`src/rtl/alu_issue_stage_pkg.sv`:
```
// alu_issue_stage_pkg: ALU opcodes, datapath width and held-instruction record
package alu_issue_stage_pkg;
  localparam int XLEN = 32;
  typedef logic [XLEN-1:0] word_t;
  typedef logic [4:0] reg_t;
  typedef enum logic [3:0] {
    ALU_ADD = 4'd0, ALU_SUB, ALU_SLL, ALU_SLT, ALU_SLTU,
    ALU_XOR, ALU_SRL, ALU_SRA, ALU_OR, ALU_AND
  } alu_op_e;
  typedef struct packed {
    logic [3:0] op;
    word_t      ra;
    word_t      rb;
    reg_t       rd;
    word_t      pc;
    reg_t       rs1;
    reg_t       rs2;
    logic       use1;
    logic       use2;
  } held_t;
  function automatic logic bus_hit(input logic v, input reg_t rd, input reg_t rs);
    return v && rs != '0 && rd == rs;
  endfunction
endpackage

```
`src/rtl/alu_issue_stage_if.sv`:
```
// alu_issue_stage_if: decode, forwarding-bus and ALU-side signals of the issue stage
interface alu_issue_stage_if;
  import alu_issue_stage_pkg::*;
  logic       i_id_valid;
  logic       o_id_ready;
  logic [3:0] i_id_op;
  reg_t       i_id_rs1;
  reg_t       i_id_rs2;
  reg_t       i_id_rd;
  word_t      i_id_rs1_data;
  word_t      i_id_rs2_data;
  word_t      i_id_imm;
  logic       i_id_use_imm;
  logic       i_id_use_pc;
  word_t      i_id_pc;
  logic       i_mem_fwd_valid;
  reg_t       i_mem_rd;
  word_t      i_mem_data;
  logic       i_wb_fwd_valid;
  reg_t       i_wb_rd;
  word_t      i_wb_data;
  logic       i_ld_pending;
  reg_t       i_ld_rd;
  logic       i_flush;
  logic       o_ex_valid;
  logic       i_ex_ready;
  logic [3:0] o_alu_op;
  word_t      o_alu_ra;
  word_t      o_alu_rb;
  reg_t       o_rd;
  word_t      o_pc;
  modport slave (
    input  i_id_valid, i_id_op, i_id_rs1, i_id_rs2, i_id_rd, i_id_rs1_data, i_id_rs2_data,
           i_id_imm, i_id_use_imm, i_id_use_pc, i_id_pc, i_mem_fwd_valid, i_mem_rd, i_mem_data,
           i_wb_fwd_valid, i_wb_rd, i_wb_data, i_ld_pending, i_ld_rd, i_flush, i_ex_ready,
    output o_id_ready, o_ex_valid, o_alu_op, o_alu_ra, o_alu_rb, o_rd, o_pc
  );
  modport master (
    output i_id_valid, i_id_op, i_id_rs1, i_id_rs2, i_id_rd, i_id_rs1_data, i_id_rs2_data,
           i_id_imm, i_id_use_imm, i_id_use_pc, i_id_pc, i_mem_fwd_valid, i_mem_rd, i_mem_data,
           i_wb_fwd_valid, i_wb_rd, i_wb_data, i_ld_pending, i_ld_rd, i_flush, i_ex_ready,
    input  o_id_ready, o_ex_valid, o_alu_op, o_alu_ra, o_alu_rb, o_rd, o_pc
  );
endinterface

```
`src/rtl/alu_issue_stage_fwd_mux.sv`:
```
// fwd_mux: picks MEM over WB over the fallback data for one source register
module fwd_mux
  import alu_issue_stage_pkg::*;
(
  input  reg_t  rs_i,
  input  word_t rf_data_i,
  input  logic  mem_valid_i,
  input  reg_t  mem_rd_i,
  input  word_t mem_data_i,
  input  logic  wb_valid_i,
  input  reg_t  wb_rd_i,
  input  word_t wb_data_i,
  output word_t data_o
);
  assign data_o = bus_hit(mem_valid_i, mem_rd_i, rs_i) ? mem_data_i :
                  bus_hit(wb_valid_i, wb_rd_i, rs_i)   ? wb_data_i  : rf_data_i;
endmodule

```
`src/rtl/alu_issue_stage.sv`:
```
// alu_issue_stage: ID/EX register with operand forwarding, load-use stall and stall-time snooping
module alu_issue_stage
  import alu_issue_stage_pkg::*;
(
  input logic i_clk,
  input logic i_rst_n,
  alu_issue_stage_if.slave bus
);
  held_t h_q, h_d;
  logic  valid_q, valid_d;
  logic  use1, use2, hazard, id_ready, capture, stall;
  word_t cap1, cap2, snp1, snp2;
  assign use1     = ~bus.i_id_use_pc;
  assign use2     = ~bus.i_id_use_imm;
  assign hazard   = bus.i_ld_pending && bus.i_ld_rd != '0 &&
                    ((use1 && bus.i_ld_rd == bus.i_id_rs1) || (use2 && bus.i_ld_rd == bus.i_id_rs2));
  assign id_ready = (~valid_q | bus.i_ex_ready) & ~hazard & ~bus.i_flush;
  assign capture  = bus.i_id_valid & id_ready;
  assign stall    = valid_q & ~bus.i_ex_ready;
  fwd_mux u_cap1 (.rs_i(bus.i_id_rs1), .rf_data_i(bus.i_id_rs1_data),
    .mem_valid_i(bus.i_mem_fwd_valid), .mem_rd_i(bus.i_mem_rd), .mem_data_i(bus.i_mem_data),
    .wb_valid_i(bus.i_wb_fwd_valid), .wb_rd_i(bus.i_wb_rd), .wb_data_i(bus.i_wb_data), .data_o(cap1));
  fwd_mux u_cap2 (.rs_i(bus.i_id_rs2), .rf_data_i(bus.i_id_rs2_data),
    .mem_valid_i(bus.i_mem_fwd_valid), .mem_rd_i(bus.i_mem_rd), .mem_data_i(bus.i_mem_data),
    .wb_valid_i(bus.i_wb_fwd_valid), .wb_rd_i(bus.i_wb_rd), .wb_data_i(bus.i_wb_data), .data_o(cap2));
  // Snoop muxes fall back to the held operand, so a miss leaves it untouched
  fwd_mux u_snp1 (.rs_i(h_q.rs1), .rf_data_i(h_q.ra),
    .mem_valid_i(bus.i_mem_fwd_valid), .mem_rd_i(bus.i_mem_rd), .mem_data_i(bus.i_mem_data),
    .wb_valid_i(bus.i_wb_fwd_valid), .wb_rd_i(bus.i_wb_rd), .wb_data_i(bus.i_wb_data), .data_o(snp1));
  fwd_mux u_snp2 (.rs_i(h_q.rs2), .rf_data_i(h_q.rb),
    .mem_valid_i(bus.i_mem_fwd_valid), .mem_rd_i(bus.i_mem_rd), .mem_data_i(bus.i_mem_data),
    .wb_valid_i(bus.i_wb_fwd_valid), .wb_rd_i(bus.i_wb_rd), .wb_data_i(bus.i_wb_data), .data_o(snp2));
  always_comb begin
    h_d = h_q;
    if (capture) begin
      h_d = '{op: bus.i_id_op, ra: use1 ? cap1 : bus.i_id_pc, rb: use2 ? cap2 : bus.i_id_imm,
              rd: bus.i_id_rd, pc: bus.i_id_pc, rs1: bus.i_id_rs1, rs2: bus.i_id_rs2,
              use1: use1, use2: use2};
    end else if (stall) begin
      h_d.ra = h_q.use1 ? snp1 : h_q.ra;
      h_d.rb = h_q.use2 ? snp2 : h_q.rb;
    end
  end
  assign valid_d = ~bus.i_flush & (capture | stall);
  always_ff @(posedge i_clk or negedge i_rst_n) begin
    if (!i_rst_n) begin
      h_q     <= '0;
      valid_q <= 1'b0;
    end else begin
      h_q     <= h_d;
      valid_q <= valid_d;
    end
  end
  assign bus.o_id_ready = id_ready;
  assign bus.o_ex_valid = valid_q;
  assign bus.o_alu_op   = h_q.op;
  assign bus.o_alu_ra   = h_q.ra;
  assign bus.o_alu_rb   = h_q.rb;
  assign bus.o_rd       = h_q.rd;
  assign bus.o_pc       = h_q.pc;
endmodule

```
`src/flat_wrapper.sv`:
```
// flat-port wrapper written by rule: the top's interface ports become plain ports
module alu_issue_stage_flat import alu_issue_stage_pkg::*;
  (i_clk, i_rst_n, bus_i_id_valid, bus_i_id_op, bus_i_id_rs1, bus_i_id_rs2, bus_i_id_rd, bus_i_id_rs1_data, bus_i_id_rs2_data, bus_i_id_imm, bus_i_id_use_imm, bus_i_id_use_pc, bus_i_id_pc, bus_i_mem_fwd_valid, bus_i_mem_rd, bus_i_mem_data, bus_i_wb_fwd_valid, bus_i_wb_rd, bus_i_wb_data, bus_i_ld_pending, bus_i_ld_rd, bus_i_flush, bus_i_ex_ready, bus_o_id_ready, bus_o_ex_valid, bus_o_alu_op, bus_o_alu_ra, bus_o_alu_rb, bus_o_rd, bus_o_pc);
  alu_issue_stage_if bus_i ();
  input logic i_clk;
  input logic i_rst_n;
  input wire logic [$bits(bus_i.i_id_valid)-1:0] bus_i_id_valid;
  input wire logic [$bits(bus_i.i_id_op)-1:0] bus_i_id_op;
  input wire logic [$bits(bus_i.i_id_rs1)-1:0] bus_i_id_rs1;
  input wire logic [$bits(bus_i.i_id_rs2)-1:0] bus_i_id_rs2;
  input wire logic [$bits(bus_i.i_id_rd)-1:0] bus_i_id_rd;
  input wire logic [$bits(bus_i.i_id_rs1_data)-1:0] bus_i_id_rs1_data;
  input wire logic [$bits(bus_i.i_id_rs2_data)-1:0] bus_i_id_rs2_data;
  input wire logic [$bits(bus_i.i_id_imm)-1:0] bus_i_id_imm;
  input wire logic [$bits(bus_i.i_id_use_imm)-1:0] bus_i_id_use_imm;
  input wire logic [$bits(bus_i.i_id_use_pc)-1:0] bus_i_id_use_pc;
  input wire logic [$bits(bus_i.i_id_pc)-1:0] bus_i_id_pc;
  input wire logic [$bits(bus_i.i_mem_fwd_valid)-1:0] bus_i_mem_fwd_valid;
  input wire logic [$bits(bus_i.i_mem_rd)-1:0] bus_i_mem_rd;
  input wire logic [$bits(bus_i.i_mem_data)-1:0] bus_i_mem_data;
  input wire logic [$bits(bus_i.i_wb_fwd_valid)-1:0] bus_i_wb_fwd_valid;
  input wire logic [$bits(bus_i.i_wb_rd)-1:0] bus_i_wb_rd;
  input wire logic [$bits(bus_i.i_wb_data)-1:0] bus_i_wb_data;
  input wire logic [$bits(bus_i.i_ld_pending)-1:0] bus_i_ld_pending;
  input wire logic [$bits(bus_i.i_ld_rd)-1:0] bus_i_ld_rd;
  input wire logic [$bits(bus_i.i_flush)-1:0] bus_i_flush;
  input wire logic [$bits(bus_i.i_ex_ready)-1:0] bus_i_ex_ready;
  output wire logic [$bits(bus_i.o_id_ready)-1:0] bus_o_id_ready;
  output wire logic [$bits(bus_i.o_ex_valid)-1:0] bus_o_ex_valid;
  output wire logic [$bits(bus_i.o_alu_op)-1:0] bus_o_alu_op;
  output wire logic [$bits(bus_i.o_alu_ra)-1:0] bus_o_alu_ra;
  output wire logic [$bits(bus_i.o_alu_rb)-1:0] bus_o_alu_rb;
  output wire logic [$bits(bus_i.o_rd)-1:0] bus_o_rd;
  output wire logic [$bits(bus_i.o_pc)-1:0] bus_o_pc;
  assign bus_i.i_id_valid = bus_i_id_valid;
  assign bus_i.i_id_op = bus_i_id_op;
  assign bus_i.i_id_rs1 = bus_i_id_rs1;
  assign bus_i.i_id_rs2 = bus_i_id_rs2;
  assign bus_i.i_id_rd = bus_i_id_rd;
  assign bus_i.i_id_rs1_data = bus_i_id_rs1_data;
  assign bus_i.i_id_rs2_data = bus_i_id_rs2_data;
  assign bus_i.i_id_imm = bus_i_id_imm;
  assign bus_i.i_id_use_imm = bus_i_id_use_imm;
  assign bus_i.i_id_use_pc = bus_i_id_use_pc;
  assign bus_i.i_id_pc = bus_i_id_pc;
  assign bus_i.i_mem_fwd_valid = bus_i_mem_fwd_valid;
  assign bus_i.i_mem_rd = bus_i_mem_rd;
  assign bus_i.i_mem_data = bus_i_mem_data;
  assign bus_i.i_wb_fwd_valid = bus_i_wb_fwd_valid;
  assign bus_i.i_wb_rd = bus_i_wb_rd;
  assign bus_i.i_wb_data = bus_i_wb_data;
  assign bus_i.i_ld_pending = bus_i_ld_pending;
  assign bus_i.i_ld_rd = bus_i_ld_rd;
  assign bus_i.i_flush = bus_i_flush;
  assign bus_i.i_ex_ready = bus_i_ex_ready;
  assign bus_o_id_ready = bus_i.o_id_ready;
  assign bus_o_ex_valid = bus_i.o_ex_valid;
  assign bus_o_alu_op = bus_i.o_alu_op;
  assign bus_o_alu_ra = bus_i.o_alu_ra;
  assign bus_o_alu_rb = bus_i.o_alu_rb;
  assign bus_o_rd = bus_i.o_rd;
  assign bus_o_pc = bus_i.o_pc;
  alu_issue_stage u_core (.i_clk(i_clk), .i_rst_n(i_rst_n), .bus(bus_i));
endmodule
```
`config.mk`:
```
export PLATFORM = sky130hd
export DESIGN_NAME = alu_issue_stage_flat
export DESIGN_NICKNAME = d
export VERILOG_FILES = /design/src/rtl/alu_issue_stage_pkg.sv /design/src/rtl/alu_issue_stage_if.sv /design/src/rtl/alu_issue_stage_fwd_mux.sv /design/src/rtl/alu_issue_stage.sv /design/src/flat_wrapper.sv
export SDC_FILE = /design/constraint.sdc
export NUM_CORES = 1
export LEC_CHECK = 0
export CAP_MARGIN = 20
export CORE_UTILIZATION = 25
export DETAILED_ROUTE_END_ITERATION = 10
export RECOVER_POWER = 50
export SETUP_SLACK_MARGIN = 0.4
export SLEW_MARGIN = 40
export SYNTH_ARGS = -nofsm -noshare
export SYNTH_HDL_FRONTEND = slang
export SYNTH_HIERARCHICAL = 1
export SYNTH_SLANG_ARGS = --single-unit
```
`constraint.sdc`:
```
create_clock -name i_clk -period 4.1 [get_ports i_clk]
set_input_delay 0.82 -clock i_clk [delete_from_list [all_inputs] [get_ports i_clk]]
set_output_delay 0.82 -clock i_clk [all_outputs]
set_load 0.02 [all_outputs]
```
* After elaboration in Yosys (flattened, before gate mapping)
Index checks and enable logic that the tools add are counted.
** Word-level totals
- Register bits after elaboration :: 118
- Output and inout port bits :: 107
- Word-level logic and storage cells :: 80
** Operators by class
- Eq/ne operators :: 10
- Muxes and demuxes :: 14
- Bitwise operators :: 13
- Reduce and logical (&&, ||, !) cells :: 33
** Operators by type and width (number)
- $mux W32 :: 12
- $mux W64 :: 2
- $eq A5 B5 Y1 :: 10
- $reduce_bool A5 Y1 :: 5
- $logic_and A1 B1 Y1 :: 20
- $not A1 Y1 :: 6
- $reduce_and A3 Y1 :: 2
- $reduce_bool A2 Y1 :: 3
- $reduce_bool A3 Y1 :: 2
- $and A1 B1 Y1 :: 5
- $or A1 B1 Y1 :: 2
- $logic_or A1 B1 Y1 :: 1

* Longest topological paths before layout
- Depth in word-level cells :: 10
- Mapped depth :: 8

* Hierarchy
The synthesis kept the hierarchy.
** Modules (own cells, without submodules)
- alu_issue_stage :: instances 1, cells an instance 523, area each 6626.4 µm²
- fwd_mux :: instances 4, cells an instance 169, area each 948.4 µm²

* Worst setup path after synthesis
OpenSTA, ideal clock, no wires.
- Kind :: input-to-output
- Start :: input bus_i_ld_rd[1]
- End :: output bus_o_id_ready
- Arrival :: 1738 ps
- Data required time :: 3280 ps
- Slack :: 1542 ps
- Stages on the path :: 3
- Path buffers :: 0
- Path through :: or4_1 > o21ai_2 > o21a_1
** On the way
- Cells in the longest elaborated chain, start to end :: 7
- Elaborated cells between the ends (all ways) :: 11
- Those cells by class :: eq/ne (2); bitwise (3); reduce/logical (6)
** RTL lines
- from (decl) :: RTL line flat_wrapper.sv:25 : input wire logic [$bits(bus_i.i_ld_rd)-1:0] bus_i_ld_rd;
- $eq A5 B5 Y1 :: RTL line alu_issue_stage.sv:16 : ((use1 && bus.i_ld_rd == bus.i_id_rs1) || (use2 && bus.i_ld_rd == bus.i_id_rs2));
- $logic_and A1 B1 Y1 :: RTL line alu_issue_stage.sv:16
- $logic_or A1 B1 Y1 :: RTL line alu_issue_stage.sv:16
- $logic_and A1 B1 Y1 (*) :: RTL line alu_issue_stage.sv:15 : assign hazard = bus.i_ld_pending && bus.i_ld_rd != '0 &&
- $not A1 Y1 (*) :: RTL line alu_issue_stage.sv:17 : assign id_ready = (~valid_q | bus.i_ex_ready) & ~hazard & ~bus.i_flush;
- $and A1 B1 Y1 (*) (2 in a row) :: RTL line alu_issue_stage.sv:17
- to (decl) :: RTL line flat_wrapper.sv:28 : output wire logic [$bits(bus_i.o_id_ready)-1:0] bus_o_id_ready;
Mark *: on every way between the ends. The rest lies on a longest branch, timed or not.

* Worst setup path in the final report
- Start :: input bus_i_ld_rd[4]
- End :: output bus_o_id_ready
The elaborated chain is that of the path after synthesis.

==> results by group <==
Run status
  – Outcome: finished with violations
  – Failing checks: max-capacitance violations, max-slew violations

Cells and area
  – Net count, final: around 1600
  – Layout cells sized above 1: about an eighth
  – Area growth syn-to-layout: 37.5%
  – Design area: between 10000 and 15000 µm²
  – Post-layout util: approximately a third
  – Non-filler instance count after layout: between 1500 and 2000
  – Number of diodes: 0

STA
  – RSZ-0062 raised after global routing: false
  – Headroom to the max-slew limit: -61.0%
  – Clk_skew: about 0.0093 ns
  – Final hold vios: 0
  – Crit path time final: roughly 3.4 ns
  – Final setup violation count: 0
  – Worst-margin pin slew: 2.42 ns
  – Setup TNS: 0 ns
  – Final period util: 81.9%
  – Final Max Slew Viols: 83
  – FMAX: just under 300 MHz

Global routing
  – Vias in the first global route: around 11000
  – Total global routing overflow: 0
  – First-pass GRT wire length: roughly 72000 µm
  – GR peak layer: met2
  – Largest net degree at the start of global routing: a little over 80
  – GR Layer Usage met2: 37.9%
  – GR Util met3: around 5.3%
  – Initial antenna violation count: 3
  – Tot GR Track Use: a little under a quarter
  – Met1 Use GR: 30.9%

Min path
  – Hold Crit Class: register to register

Logic synthesis
  – Synth unique cells: 32
  – Top cell type by total area after synthesis: dfrtp_1
  – Syn nets: 1435
  – Mean post-synth cell area: between 8 and 9 µm²
  – Largest cells by area after synthesis: dfrtp_1 28%, mux2i_1 19%, buf_4 8.7%, a31oi_1 7.7%, nand3_1 6.1%
  – Synthesis Warnings: 6
  – #FFs+latches synth: between 100 and 150
  – Mapped Area: ~10000 µm²
  – Post-synth EDFFs: 0
  – Seq/Total Area, Yosys: about 28%
  – Post-synth top area share: between 20% and 30%
  – Async set-or-reset flop fraction in the synthesized netlist: 100%
  – Ys flop type: dfrtp_1
  – Syn Inst Count: about 1200

CTS
  – CTS sink count: 118
  – CTS tree: built
  – H-tree depth reported by CTS: 4
  – Max clock buf depth: 2
  – Post-CTS Setup Inserts: 0
  – Clk pin slew, worst setup/hold paths: 0.05 ns
  – Root buffer cell: clkbuf_16
  – Skew-Pair Late Insertion Delay: roughly 0.46 ns
  – Num CTS Buffers: 17

Die
  – Io pins: ~340
  – Die Height: between 200 and 250 µm
  – # rows: 74
  – Die Width: approximately 210 µm
  – Core region area: 40900 µm²
  – Initial Utilization: between 20% and 30%
  – Die Footprint: 42500 µm²

Setup path
  – R2R Setup Slk: 1.75 ns
  – Crit Path Max Fanout: 3
  – Critical path arrival: 2.54 ns
  – Critical Path RT: 3.28 ns
  – Crit Path Class: primary input to primary output
  – Startpoint types: primary input
  – Crit end category: primary output

Place
  – Placer Congestion: between 0.8 and 0.9
  – Port Buffers: 342
  – # placed instances: ~1900
  – Post-DP Area: 13700 µm²
  – Hpwl dp: 34900 µm

Detailed routing
  – Antenna-violating nets left: 0
  – Vias/cell: about 5.6
  – Router iterations before antenna repair: 5
  – Drt drc: 0
  – Final wirelength: between 50000 and 60000 µm
  – Iter 0 DRT Violations: 800
  – Routed len/inst: between 20 and 30 µm
  – DR vias: ~11000

Pwr
  – Leak pwr: just under 0.006 µW
  – Pwr/cell area: approximately 420 nW/µm²
  – Worst vdd ir: approximately 0.3 mV

Flow run
  – Max Cap Violations: 1
layout by cell type (no fill, tap or decap), drive strengths merged:
cell type / n
o21ai: 130
o21a: 1
xnor2: 40
a31oi: 128
mux2i: 194
nand2: 2
nand3: 128
a22oi: 1
or4: 5
clkinv: 6
nor2: 3
clkdlybuf4s50: 284
clkbuf: 26
bufinv: 2
dfrtp: 118
o211ai: 9
buf: 54
clkinvlp: 1
or2: 4
nor2b: 1
a21oi: 1
nor4: 2
dlymetal6s2s: 2
inv: 3
nand4: 8
dlygate4sd3: 52
mux2: 51
o211a: 4
nor3: 128
and4: 4
dlygate4sd2: 1
xor2: 10
repair_timing:
action / 4_1_cts / 5_1_grt
endpoints found under the setup margin: 1 / 1
hold buffers: 0 / 0
gates resized for setup: 1 / 5
report_power, final:
part           internal [µW]  switching, µW
clock network            967            617
registers               1470            237
logic                   1220           1460
total                   3650           2310
synthesized netlist by cell type (2+ instances only):
| cell | count |
|---|---|
| o21ai_0 | 109 |
| dfrtp_1 | 118 |
| inv_1 | 3 |
| or2_1 | 4 |
| nor4_1 | 2 |
| mux2i_1 | 194 |
| o21ai_1 | 20 |
| buf_2 | 16 |
| o211ai_2 | 8 |
| xnor2_1 | 40 |
| buf_4 | 121 |
| nor2_1 | 3 |
| and4_1 | 4 |
| mux2_2 | 51 |
| buf_6 | 9 |
| xor2_1 | 10 |
| clkbuf_2 | 12 |
| or4_4 | 4 |
| nand3_1 | 128 |
| nand4_1 | 8 |
| a31oi_1 | 128 |
| o211a_1 | 4 |
| nand2_1 | 2 |
| nor3_1 | 128 |
| clkbuf_1 | 66 |
registers in the layout (all words and copies together), names as in the netlist:
register	count
u_core/bus.o_alu_ra	32
u_core/bus.o_alu_rb	32
u_core/bus.o_pc	32
u_core/h_q	12
u_core/bus.o_rd	5
u_core/bus.o_alu_op	4
u_core/bus.o_ex_valid	1
critical path: stages:
cell             delay (ns)
clkdlybuf4s50_1        0.50
xor2_1                 0.22
nor4_1                 0.40
a22oi_2                0.17
o21a_1                 0.21
dlymetal6s2s_1         0.21
final cells by class:
type | count | area, µm²
flip-flops and latches | 118 | 2950
fillers | 4187 | 26600
clock buffers | 23 | 498
inverters | 3 | 11.3
multi-input cells | 854 | 6160
clock inverters | 9 | 97.6
repair buffers | 396 | 3940
well taps | 532 | 666
layer usage:
layer,part of all wire [%],vias up
met1,44,5344
li1,-,4769
met4,1.6,6
met3,8.3,59
met2,46,644
met5,0.077,-
kinds of logic after synthesis:
logic type / after synthesis / share of synthesized area (%)
AO/OA/AOI/OAI: 274 / 15.6
XOR/XNOR: 50 / 4.20
buffers and inverters: 227 / 13.5
flip-flops: 118 / 28.3
multiplexers: 245 / 24.1
AND/OR/NAND/NOR: 285 / 14.2
path summary, 6_finish.rpt:
check | from | to | cells past startpoint
worst max-delay path | bus_i_ld_rd[4] | bus_o_id_ready | 6
worst min-delay path | u_core/bus.o_pc[30]$_DFFE_PN0N_ | u_core/bus.o_pc[30]$_DFFE_PN0N_ | 1
worst max register to register | u_core/h_q[3]$_DFFE_PN0N_ | u_core/bus.o_alu_rb[13]$_DFFE_PN0P_ | 7
worst min register to register | u_core/bus.o_pc[30]$_DFFE_PN0N_ | u_core/bus.o_pc[30]$_DFFE_PN0N_ | 1
max in group asynchronous | i_rst_n | u_core/bus.o_alu_rb[26]$_DFFE_PN0P_ | 2
min in group asynchronous | i_rst_n | u_core/bus.o_alu_ra[7]$_DFFE_PN0P_ | 1
stage by stage:
step / hold slack [ns] / setup slack [ns] / power [µW]
after floorplan: 0.481 / 1.54 / 3420
after global placement: 0.485 / 0.293 / 4360
after detailed placement: 0.492 / 0.354 / 4430
after CTS: 0.395 / 0.410 / 6040
after global routing: 0.508 / 0.624 / 6250
final: 0.496 / 0.742 / 5960
No activity file was read; power rests on OpenSTA's default activity.
